$ cat config.mk
export PLATFORM = sky130hd
export DESIGN_NAME = cpc_bus_initiator_flat
export DESIGN_NICKNAME = d
export VERILOG_FILES = /design/src/rtl/cpc_bus_initiator_if.sv /design/src/rtl/cpc_bus_initiator.sv /design/src/flat_wrapper.sv
export SDC_FILE = /design/constraint.sdc
export NUM_CORES = 1
export LEC_CHECK = 0
export BUFFER_PORTS_ARGS = -buffer_cell sky130_fd_sc_hd__buf_2
export CAP_MARGIN = 15
export CORE_UTILIZATION = 45
export CTS_CLUSTER_SIZE = 20
export DETAILED_ROUTE_END_ITERATION = 12
export GPL_ROUTABILITY_DRIVEN = 0
export PLACE_DENSITY = 0.85
export REMOVE_ABC_BUFFERS = 1
export SETUP_SLACK_MARGIN = 0.3
export SLEW_MARGIN = 20
export SYNTH_ARGS = -nofsm -noshare
export SYNTH_HDL_FRONTEND = slang
export SYNTH_SLANG_ARGS = --single-unit
$ cat constraint.sdc
create_clock -name CLK -period 2.2 [get_ports CLK]
set_clock_uncertainty 0.15 [all_clocks]
set_input_delay 0.11 -clock CLK [delete_from_list [all_inputs] [get_ports CLK]]
set_output_delay 0.11 -clock CLK [all_outputs]
set_load 0.01 [all_outputs]
$ cat src/rtl/cpc_bus_initiator_if.sv
// Command/response and expansion-bus signal bundle for the CPC bus initiator.
// The master modport is the initiator's view; the slave modport is the
// view of whatever drives commands and models the expansion card.
interface cpc_bus_initiator_if;
    logic        cmd_valid;
    logic        cmd_ready;
    logic [1:0]  cmd_op;
    logic [15:0] cmd_addr;
    logic [7:0]  cmd_wdata;
    logic        upper_en;
    logic        lower_en;
    logic        rsp_valid;
    logic [7:0]  rsp_rdata;
    logic        rsp_romdis;
    logic [15:0] A;
    logic [7:0]  D_OUT;
    logic        D_OE;
    logic [7:0]  D_IN;
    logic        MREQ_B;
    logic        IOREQ_B;
    logic        RD_B;
    logic        WR_B;
    logic        ROMEN_B;
    logic        READY;
    logic        ROMDIS;

    modport master (
        input  cmd_valid, cmd_op, cmd_addr, cmd_wdata, upper_en, lower_en,
        input  D_IN, READY, ROMDIS,
        output cmd_ready, rsp_valid, rsp_rdata, rsp_romdis,
        output A, D_OUT, D_OE, MREQ_B, IOREQ_B, RD_B, WR_B, ROMEN_B
    );

    modport slave (
        output cmd_valid, cmd_op, cmd_addr, cmd_wdata, upper_en, lower_en,
        output D_IN, READY, ROMDIS,
        input  cmd_ready, rsp_valid, rsp_rdata, rsp_romdis,
        input  A, D_OUT, D_OE, MREQ_B, IOREQ_B, RD_B, WR_B, ROMEN_B
    );
endinterface

$ cat src/rtl/cpc_bus_initiator.sv
// Z80-style CPC expansion-bus master. Runs T1/T2/TW/T3 sequences for IO
// write, memory read (with ROMEN_B qualification) and memory write, and
// returns read data plus the ROMDIS level seen at the end of T3.
// All bus strobes are registered: next-state logic decides the value each
// strobe takes in the state being entered.
module cpc_bus_initiator #(
    parameter int unsigned T_DIV            = 1,
    parameter logic [1:0]  ROMEN_UPPER_BASE = 2'b11
) (
    input logic                 CLK,
    input logic                 RESET,
    cpc_bus_initiator_if.master bus
);
    localparam logic [1:0] OP_IOWR = 2'b00;
    localparam logic [1:0] OP_MRD  = 2'b01;
    localparam logic [1:0] OP_MWR  = 2'b10;
    localparam logic [1:0] OP_NOP  = 2'b11;
    localparam logic [3:0] TICK_LAST = 4'(T_DIV - 32'd1);

    typedef enum logic [2:0] {
        ST_IDLE = 3'd0,
        ST_T1   = 3'd1,
        ST_T2   = 3'd2,
        ST_TW   = 3'd3,
        ST_T3   = 3'd4
    } state_t;

    // ROMEN_B qualifies only the upper (C000-FFFF) and lower (0000-3FFF) ROM windows.
    function automatic logic romen_hit(input logic [15:0] addr, input logic up_en, input logic lo_en);
        return ((addr[15:14] == ROMEN_UPPER_BASE) && up_en) || ((addr[15:14] == 2'b00) && lo_en);
    endfunction

    state_t      state_r, state_s;
    logic [3:0]  tick_r, tick_s;
    logic [1:0]  op_r, op_s;
    logic [15:0] addr_r, addr_s;
    logic [7:0]  wdata_r, wdata_s;
    logic        cmd_ready_r, cmd_ready_s;
    logic        rsp_valid_r, rsp_valid_s;
    logic [7:0]  rsp_rdata_r, rsp_rdata_s;
    logic        rsp_romdis_r, rsp_romdis_s;
    logic        mreq_b_r, mreq_b_s;
    logic        ioreq_b_r, ioreq_b_s;
    logic        rd_b_r, rd_b_s;
    logic        wr_b_r, wr_b_s;
    logic        romen_b_r, romen_b_s;
    logic        d_oe_r, d_oe_s;
    logic [7:0]  d_out_r, d_out_s;
    logic        accept_s, nop_accept_s, tick_last_s, active_s, wr_phase_s;

    // Sequencer: next state, tick count, command latch and response capture.
    always_comb begin
        accept_s     = bus.cmd_valid && cmd_ready_r;
        nop_accept_s = accept_s && (bus.cmd_op == OP_NOP);
        tick_last_s  = (tick_r == TICK_LAST);
        state_s      = state_r;
        op_s         = op_r;
        addr_s       = addr_r;
        wdata_s      = wdata_r;
        rsp_valid_s  = 1'b0;
        rsp_rdata_s  = rsp_rdata_r;
        rsp_romdis_s = rsp_romdis_r;
        case (state_r)
            ST_IDLE: begin
                if (nop_accept_s) begin
                    rsp_valid_s  = 1'b1;
                    rsp_rdata_s  = 8'h00;
                    rsp_romdis_s = bus.ROMDIS;
                end else if (accept_s) begin
                    state_s = ST_T1;
                    op_s    = bus.cmd_op;
                    addr_s  = bus.cmd_addr;
                    wdata_s = bus.cmd_wdata;
                end else begin
                    state_s = ST_IDLE;
                end
            end
            ST_T1: begin
                if (tick_last_s) begin
                    state_s = ST_T2;
                end else begin
                    state_s = ST_T1;
                end
            end
            ST_T2: begin
                // IO cycles always take one wait state; memory cycles only on READY low.
                if (tick_last_s && ((op_r == OP_IOWR) || !bus.READY)) begin
                    state_s = ST_TW;
                end else if (tick_last_s) begin
                    state_s = ST_T3;
                end else begin
                    state_s = ST_T2;
                end
            end
            ST_TW: begin
                if (tick_last_s && bus.READY) begin
                    state_s = ST_T3;
                end else begin
                    state_s = ST_TW;
                end
            end
            ST_T3: begin
                if (tick_last_s) begin
                    state_s      = ST_IDLE;
                    rsp_valid_s  = 1'b1;
                    rsp_rdata_s  = (op_r == OP_MRD) ? bus.D_IN : 8'h00;
                    rsp_romdis_s = bus.ROMDIS;
                end else begin
                    state_s = ST_T3;
                end
            end
            default: begin
                state_s = ST_IDLE;
            end
        endcase

        // Tick restarts on every state change and wraps when a TW repeats.
        if ((state_r == ST_IDLE) || (state_s != state_r) || tick_last_s) begin
            tick_s = 4'd0;
        end else begin
            tick_s = tick_r + 4'd1;
        end
    end

    // Strobe decode for the state being entered, so the registered pins line up with it.
    always_comb begin
        active_s   = (state_s != ST_IDLE);
        wr_phase_s = (state_s == ST_T2) || (state_s == ST_TW) || (state_s == ST_T3);
        mreq_b_s   = 1'b1;
        ioreq_b_s  = 1'b1;
        rd_b_s     = 1'b1;
        wr_b_s     = 1'b1;
        romen_b_s  = 1'b1;
        d_oe_s     = 1'b0;
        case (op_s)
            OP_MRD: begin
                mreq_b_s  = !active_s;
                rd_b_s    = !active_s;
                romen_b_s = !(active_s && romen_hit(addr_s, bus.upper_en, bus.lower_en));
            end
            OP_MWR: begin
                mreq_b_s = !active_s;
                wr_b_s   = !wr_phase_s;
                d_oe_s   = active_s;
            end
            OP_IOWR: begin
                ioreq_b_s = !wr_phase_s;
                wr_b_s    = !wr_phase_s;
                d_oe_s    = active_s;
            end
            default: begin
                d_oe_s = 1'b0;
            end
        endcase
        if (d_oe_s) begin
            d_out_s = wdata_s;
        end else begin
            d_out_s = 8'h00;
        end
        // No new command during a NOP response cycle, giving two-cycle spacing.
        cmd_ready_s = (state_s == ST_IDLE) && !nop_accept_s;
    end

    // State, latch and output registers; reset drops any in-flight command.
    always_ff @(posedge CLK or posedge RESET) begin
        if (RESET) begin
            state_r      <= ST_IDLE;
            tick_r       <= 4'd0;
            op_r         <= OP_NOP;
            addr_r       <= 16'h0000;
            wdata_r      <= 8'h00;
            cmd_ready_r  <= 1'b0;
            rsp_valid_r  <= 1'b0;
            rsp_rdata_r  <= 8'h00;
            rsp_romdis_r <= 1'b0;
            mreq_b_r     <= 1'b1;
            ioreq_b_r    <= 1'b1;
            rd_b_r       <= 1'b1;
            wr_b_r       <= 1'b1;
            romen_b_r    <= 1'b1;
            d_oe_r       <= 1'b0;
            d_out_r      <= 8'h00;
        end else begin
            state_r      <= state_s;
            tick_r       <= tick_s;
            op_r         <= op_s;
            addr_r       <= addr_s;
            wdata_r      <= wdata_s;
            cmd_ready_r  <= cmd_ready_s;
            rsp_valid_r  <= rsp_valid_s;
            rsp_rdata_r  <= rsp_rdata_s;
            rsp_romdis_r <= rsp_romdis_s;
            mreq_b_r     <= mreq_b_s;
            ioreq_b_r    <= ioreq_b_s;
            rd_b_r       <= rd_b_s;
            wr_b_r       <= wr_b_s;
            romen_b_r    <= romen_b_s;
            d_oe_r       <= d_oe_s;
            d_out_r      <= d_out_s;
        end
    end

    assign bus.cmd_ready  = cmd_ready_r;
    assign bus.rsp_valid  = rsp_valid_r;
    assign bus.rsp_rdata  = rsp_rdata_r;
    assign bus.rsp_romdis = rsp_romdis_r;
    assign bus.A          = addr_r;
    assign bus.D_OUT      = d_out_r;
    assign bus.D_OE       = d_oe_r;
    assign bus.MREQ_B     = mreq_b_r;
    assign bus.IOREQ_B    = ioreq_b_r;
    assign bus.RD_B       = rd_b_r;
    assign bus.WR_B       = wr_b_r;
    assign bus.ROMEN_B    = romen_b_r;
endmodule
$ cat src/flat_wrapper.sv
// flat-port wrapper written by rule: the top's interface ports become plain ports
module cpc_bus_initiator_flat 
#(
    parameter int unsigned T_DIV            = 1,
    parameter logic [1:0]  ROMEN_UPPER_BASE = 2'b11
)
  (CLK, RESET, bus_cmd_valid, bus_cmd_op, bus_cmd_addr, bus_cmd_wdata, bus_upper_en, bus_lower_en, bus_D_IN, bus_READY, bus_ROMDIS, bus_cmd_ready, bus_rsp_valid, bus_rsp_rdata, bus_rsp_romdis, bus_A, bus_D_OUT, bus_D_OE, bus_MREQ_B, bus_IOREQ_B, bus_RD_B, bus_WR_B, bus_ROMEN_B);
  cpc_bus_initiator_if bus_i ();
  input logic CLK;
  input logic RESET;
  input wire logic [$bits(bus_i.cmd_valid)-1:0] bus_cmd_valid;
  input wire logic [$bits(bus_i.cmd_op)-1:0] bus_cmd_op;
  input wire logic [$bits(bus_i.cmd_addr)-1:0] bus_cmd_addr;
  input wire logic [$bits(bus_i.cmd_wdata)-1:0] bus_cmd_wdata;
  input wire logic [$bits(bus_i.upper_en)-1:0] bus_upper_en;
  input wire logic [$bits(bus_i.lower_en)-1:0] bus_lower_en;
  input wire logic [$bits(bus_i.D_IN)-1:0] bus_D_IN;
  input wire logic [$bits(bus_i.READY)-1:0] bus_READY;
  input wire logic [$bits(bus_i.ROMDIS)-1:0] bus_ROMDIS;
  output wire logic [$bits(bus_i.cmd_ready)-1:0] bus_cmd_ready;
  output wire logic [$bits(bus_i.rsp_valid)-1:0] bus_rsp_valid;
  output wire logic [$bits(bus_i.rsp_rdata)-1:0] bus_rsp_rdata;
  output wire logic [$bits(bus_i.rsp_romdis)-1:0] bus_rsp_romdis;
  output wire logic [$bits(bus_i.A)-1:0] bus_A;
  output wire logic [$bits(bus_i.D_OUT)-1:0] bus_D_OUT;
  output wire logic [$bits(bus_i.D_OE)-1:0] bus_D_OE;
  output wire logic [$bits(bus_i.MREQ_B)-1:0] bus_MREQ_B;
  output wire logic [$bits(bus_i.IOREQ_B)-1:0] bus_IOREQ_B;
  output wire logic [$bits(bus_i.RD_B)-1:0] bus_RD_B;
  output wire logic [$bits(bus_i.WR_B)-1:0] bus_WR_B;
  output wire logic [$bits(bus_i.ROMEN_B)-1:0] bus_ROMEN_B;
  assign bus_i.cmd_valid = bus_cmd_valid;
  assign bus_i.cmd_op = bus_cmd_op;
  assign bus_i.cmd_addr = bus_cmd_addr;
  assign bus_i.cmd_wdata = bus_cmd_wdata;
  assign bus_i.upper_en = bus_upper_en;
  assign bus_i.lower_en = bus_lower_en;
  assign bus_i.D_IN = bus_D_IN;
  assign bus_i.READY = bus_READY;
  assign bus_i.ROMDIS = bus_ROMDIS;
  assign bus_cmd_ready = bus_i.cmd_ready;
  assign bus_rsp_valid = bus_i.rsp_valid;
  assign bus_rsp_rdata = bus_i.rsp_rdata;
  assign bus_rsp_romdis = bus_i.rsp_romdis;
  assign bus_A = bus_i.A;
  assign bus_D_OUT = bus_i.D_OUT;
  assign bus_D_OE = bus_i.D_OE;
  assign bus_MREQ_B = bus_i.MREQ_B;
  assign bus_IOREQ_B = bus_i.IOREQ_B;
  assign bus_RD_B = bus_i.RD_B;
  assign bus_WR_B = bus_i.WR_B;
  assign bus_ROMEN_B = bus_i.ROMEN_B;
  cpc_bus_initiator #(.T_DIV(T_DIV), .ROMEN_UPPER_BASE(ROMEN_UPPER_BASE)) u_core (.CLK(CLK), .RESET(RESET), .bus(bus_i));
endmodule
==> results by group <==
Routing
  • Antenna-violating nets left: 0
  • WL/cell: 15.33 µm
  • Vias/cell: around 5.2
  • Initial drt markers: roughly 130
  • Via Count: between 2000 and 2500
  • Final WL: 6.391 mm
  • DRC: 0
  • First-pass detailed-route iteration total: 4

Layout
  • Most frequent cells in the layout: buf_2, dfrtp_1, dlygate4sd3_1, mux2_2, o21ai_0
  • Final net count: between 300 and 400
  • Register area: around 1500 µm²
  • Final core utilization: 0.6837
  • FILL cells: between 300 and 400
  • Commonest non-fill, non-tap cell in the layout: buf_2
  • Finished Layout Cells: around 420
  • Footprint of the multi-input gates: 1119 µm²
  • Share of layout cells above drive strength 1: 0.4928
  • Synthesis-to-finish area growth: 46.42%
  • Ant diodes: 0

Clock network
  • CTS clock-pin slew for the worst setup and hold paths: around 70 ps
  • CTS tree: done
  • Cts bufs inserted: 9
  • Root Buffer: clkbuf_8
  • Worst-Skew Late Latency: between 300 and 400 ps
  • CTS H-Tree Depth: 3
  • CTS sink count: a little under 60
  • Max Root-Sink Buffers: 2

STA
  • Worst Slack Setup Final: 222.3 ps
  • Hold_ws: between 8 and 9 ps
  • Fin. max-slew vios: 0
  • Final Critical Period: between 1500 and 2000 ps
  • Fmax achieved: a little over 500 MHz
  • Fin. Hold Viols: 0
  • Fin crit share: 0.8990
  • RSZ-0062 raised after global routing: true
  • Final setup vio count: 0
  • Sum Neg Setup Slack: 0 ps
  • Max_slew headroom: 0.5683
  • Worst slew pin tran: 646.6 ps

Global routing
  • Initial antenna violation count: 0
  • Global Route Usage Sum: 0.2234
  • GRT overflow: 0
  • First-pass GRT wire length: roughly 10 mm
  • Vias in the first global route: ~2300
  • Largest net degree at the start of global routing: 31

Synthesis
  • Seq cells post-synth: 58
  • Async S/R FF share, synth: 1.000
  • Post-Synthesis Cells: around 210
  • Synth Cell Area: around 2600 µm²
  • Main synth FF type: dfrtp_1
  • EDFF count, synth: 0
  • Post-synthesis cell type count: 48
  • Sequential area share after synthesis: 0.5679
  • Post-Syn Area per Cell: between 10 and 15 µm²
  • Syn. warnings: 0

Die
  • Top-Level Pins: between 80 and 90
  • Row count: 27
  • Full die area: 6020 µm²
  • Die span in x: between 70 and 80 µm
  • Initial core utilization: 0.4669
  • Floorplan Core Area: between 5000 and 6000 µm²
  • Die height: ~78 µm

Worst setup path
  • R2R setup slack: between 200 and 250 ps
  • Crit Path Class: flop to flop
  • CP endpoint kind: flop
  • CP required: between 2000 and 2500 ps
  • Crit start category: flop
  • Reg2reg path depth: 5
  • Crit path arrival time: 2050 ps
  • FF-to-FF End: u_core.bus.rsp_rdata[4]
  • Worst r2r src: u_core.state_r[0]
  • CP Max Fanout: 10

Hold path
  • Min-delay src: bus_D_IN[7]
  • Hold path depth: 3
  • Hold path endpoint: u_core.bus.rsp_rdata[7]
  • Hold Crit Class: primary input to flop

Placed design
  • Port bufs: between 80 and 90
  • Pre-CTS setup slack: ~38 ps
  • Dpl cells: between 300 and 400
  • Dpl hpwl: approximately 3.9 mm

Outcome
  • Status: completed

Power
  • Maximum vdd drop: 0.7180 mV
  • PwrDens: 1143 nW/µm²
  • Leakage Power: 1.815 nW

Flow run
  • MaxCap Viol Count: 0
## power breakdown
part | internal (mW) | switching [mW] | total, mW | leakage (nW)
Combinational | 0.826 | 0.874 | 1.70 | 1.00
Clock | 0.438 | 0.447 | 0.884 | 0.0847
Sequential | 1.49 | 0.223 | 1.72 | 0.729
Total | 2.76 | 1.54 | 4.30 | 1.82
## final cells by class
cell class / instances / area share
inverters: 7 / 0.006979
well taps: 72 / 0.02393
clock inverters: 6 / 0.01097
flip-flops and latches: 58 / 0.3885
clock buffers: 10 / 0.03656
multi-input cells: 134 / 0.2971
repair buffers: 130 / 0.2360
## per-layer routing
layer / GRT usage / vias to the layer above / wire length [µm]
met2: 0.3823 / 85 / 3221
met5: 0 / - / 0
met3: 0.04118 / 26 / 298
li1: - / 1020 / -
met4: 0.1340 / 0 / 296
met1: 0.2600 / 1028 / 2574
## kinds of logic after synthesis
| group | after synthesis | synth area share |
|---|---|---|
| compound gates | 43 | 0.1348 |
| xor+xnor | 2 | 0.006814 |
| fa+ha+maj | 4 | 0.01947 |
| buf+inv | 16 | 0.02628 |
| flops | 58 | 0.5679 |
| mux | 26 | 0.1134 |
| simple gates | 59 | 0.1314 |
## metrics by stage
step,power [mW],area [µm²]
6_report,4.301,3765
5_1_grt,4.551,3765
4_1_cts,4.223,3714
3_5_place_dp,3.245,3120
3_3_place_gp,3.171,3120
2_1_floorplan,2.629,2530
## worst max path at each step
stage                                 start  depth (start not counted)  slack [ps]                      end
after floorplan           u_core.state_r[1]                          5        -340        u_core.bus.MREQ_B
after global placement     u_core.tick_r[0]                          5          90    u_core.bus.rsp_romdis
after detailed placement   u_core.tick_r[0]                          5          40  u_core.bus.rsp_rdata[4]
after CTS                  u_core.tick_r[1]                          6         240    u_core.bus.rsp_romdis
after global routing      u_core.state_r[1]                          6         170       u_core.bus.ROMEN_B
final                     u_core.state_r[0]                          5         220  u_core.bus.rsp_rdata[4]
## worst max-delay path: stages, from the launching register on
cell     delay, ps
dfrtp_2        470
buf_4          190
or3_1          410
o22ai_4        160
buf_12         150
mux2_2         330
## Yosys cell counts, types with 3 or more instances
library cell,number,share of area
nand2_1,10,0.015
o21ai_0,16,0.031
inv_1,7,0.010
nor2_1,8,0.012
a22oi_2,8,0.039
dfrtp_1,51,0.50
dfstp_2,7,0.072
or2_2,3,0.0073
nand3_1,11,0.021
ha_1,4,0.019
and3_1,8,0.019
buf_2,3,0.0058
a21o_1,3,0.0088
clkbuf_1,4,0.0058
mux2_2,24,0.11
## sequential cells by signal, indices dropped and copies added, names as in the netlist
| register | count |
|---|---|
| u_core.bus.MREQ_B | 1 |
| u_core.bus.A | 16 |
| u_core.bus.rsp_valid | 1 |
| u_core.tick_r | 4 |
| u_core.state_r | 3 |
| u_core.bus.D_OE | 1 |
| u_core.bus.RD_B | 1 |
| u_core.bus.cmd_ready | 1 |
| u_core.bus.rsp_romdis | 1 |
| u_core.bus.D_OUT | 8 |
| u_core.wdata_r | 8 |
| u_core.op_r | 2 |
| u_core.bus.IOREQ_B | 1 |
| u_core.bus.ROMEN_B | 1 |
| u_core.bus.WR_B | 1 |
| u_core.bus.rsp_rdata | 8 |
## timing repair
item / in CTS / in global routing
setup endpoints to repair: 21 / 34
pin swaps: 1 / 0
buffers inserted: 2 / 0
endpoints found under the hold margin: 65 / 0
gates resized for setup: 5 / 11
hold buffers: 36 / 0
No activity file was read; power rests on OpenSTA's default activity.
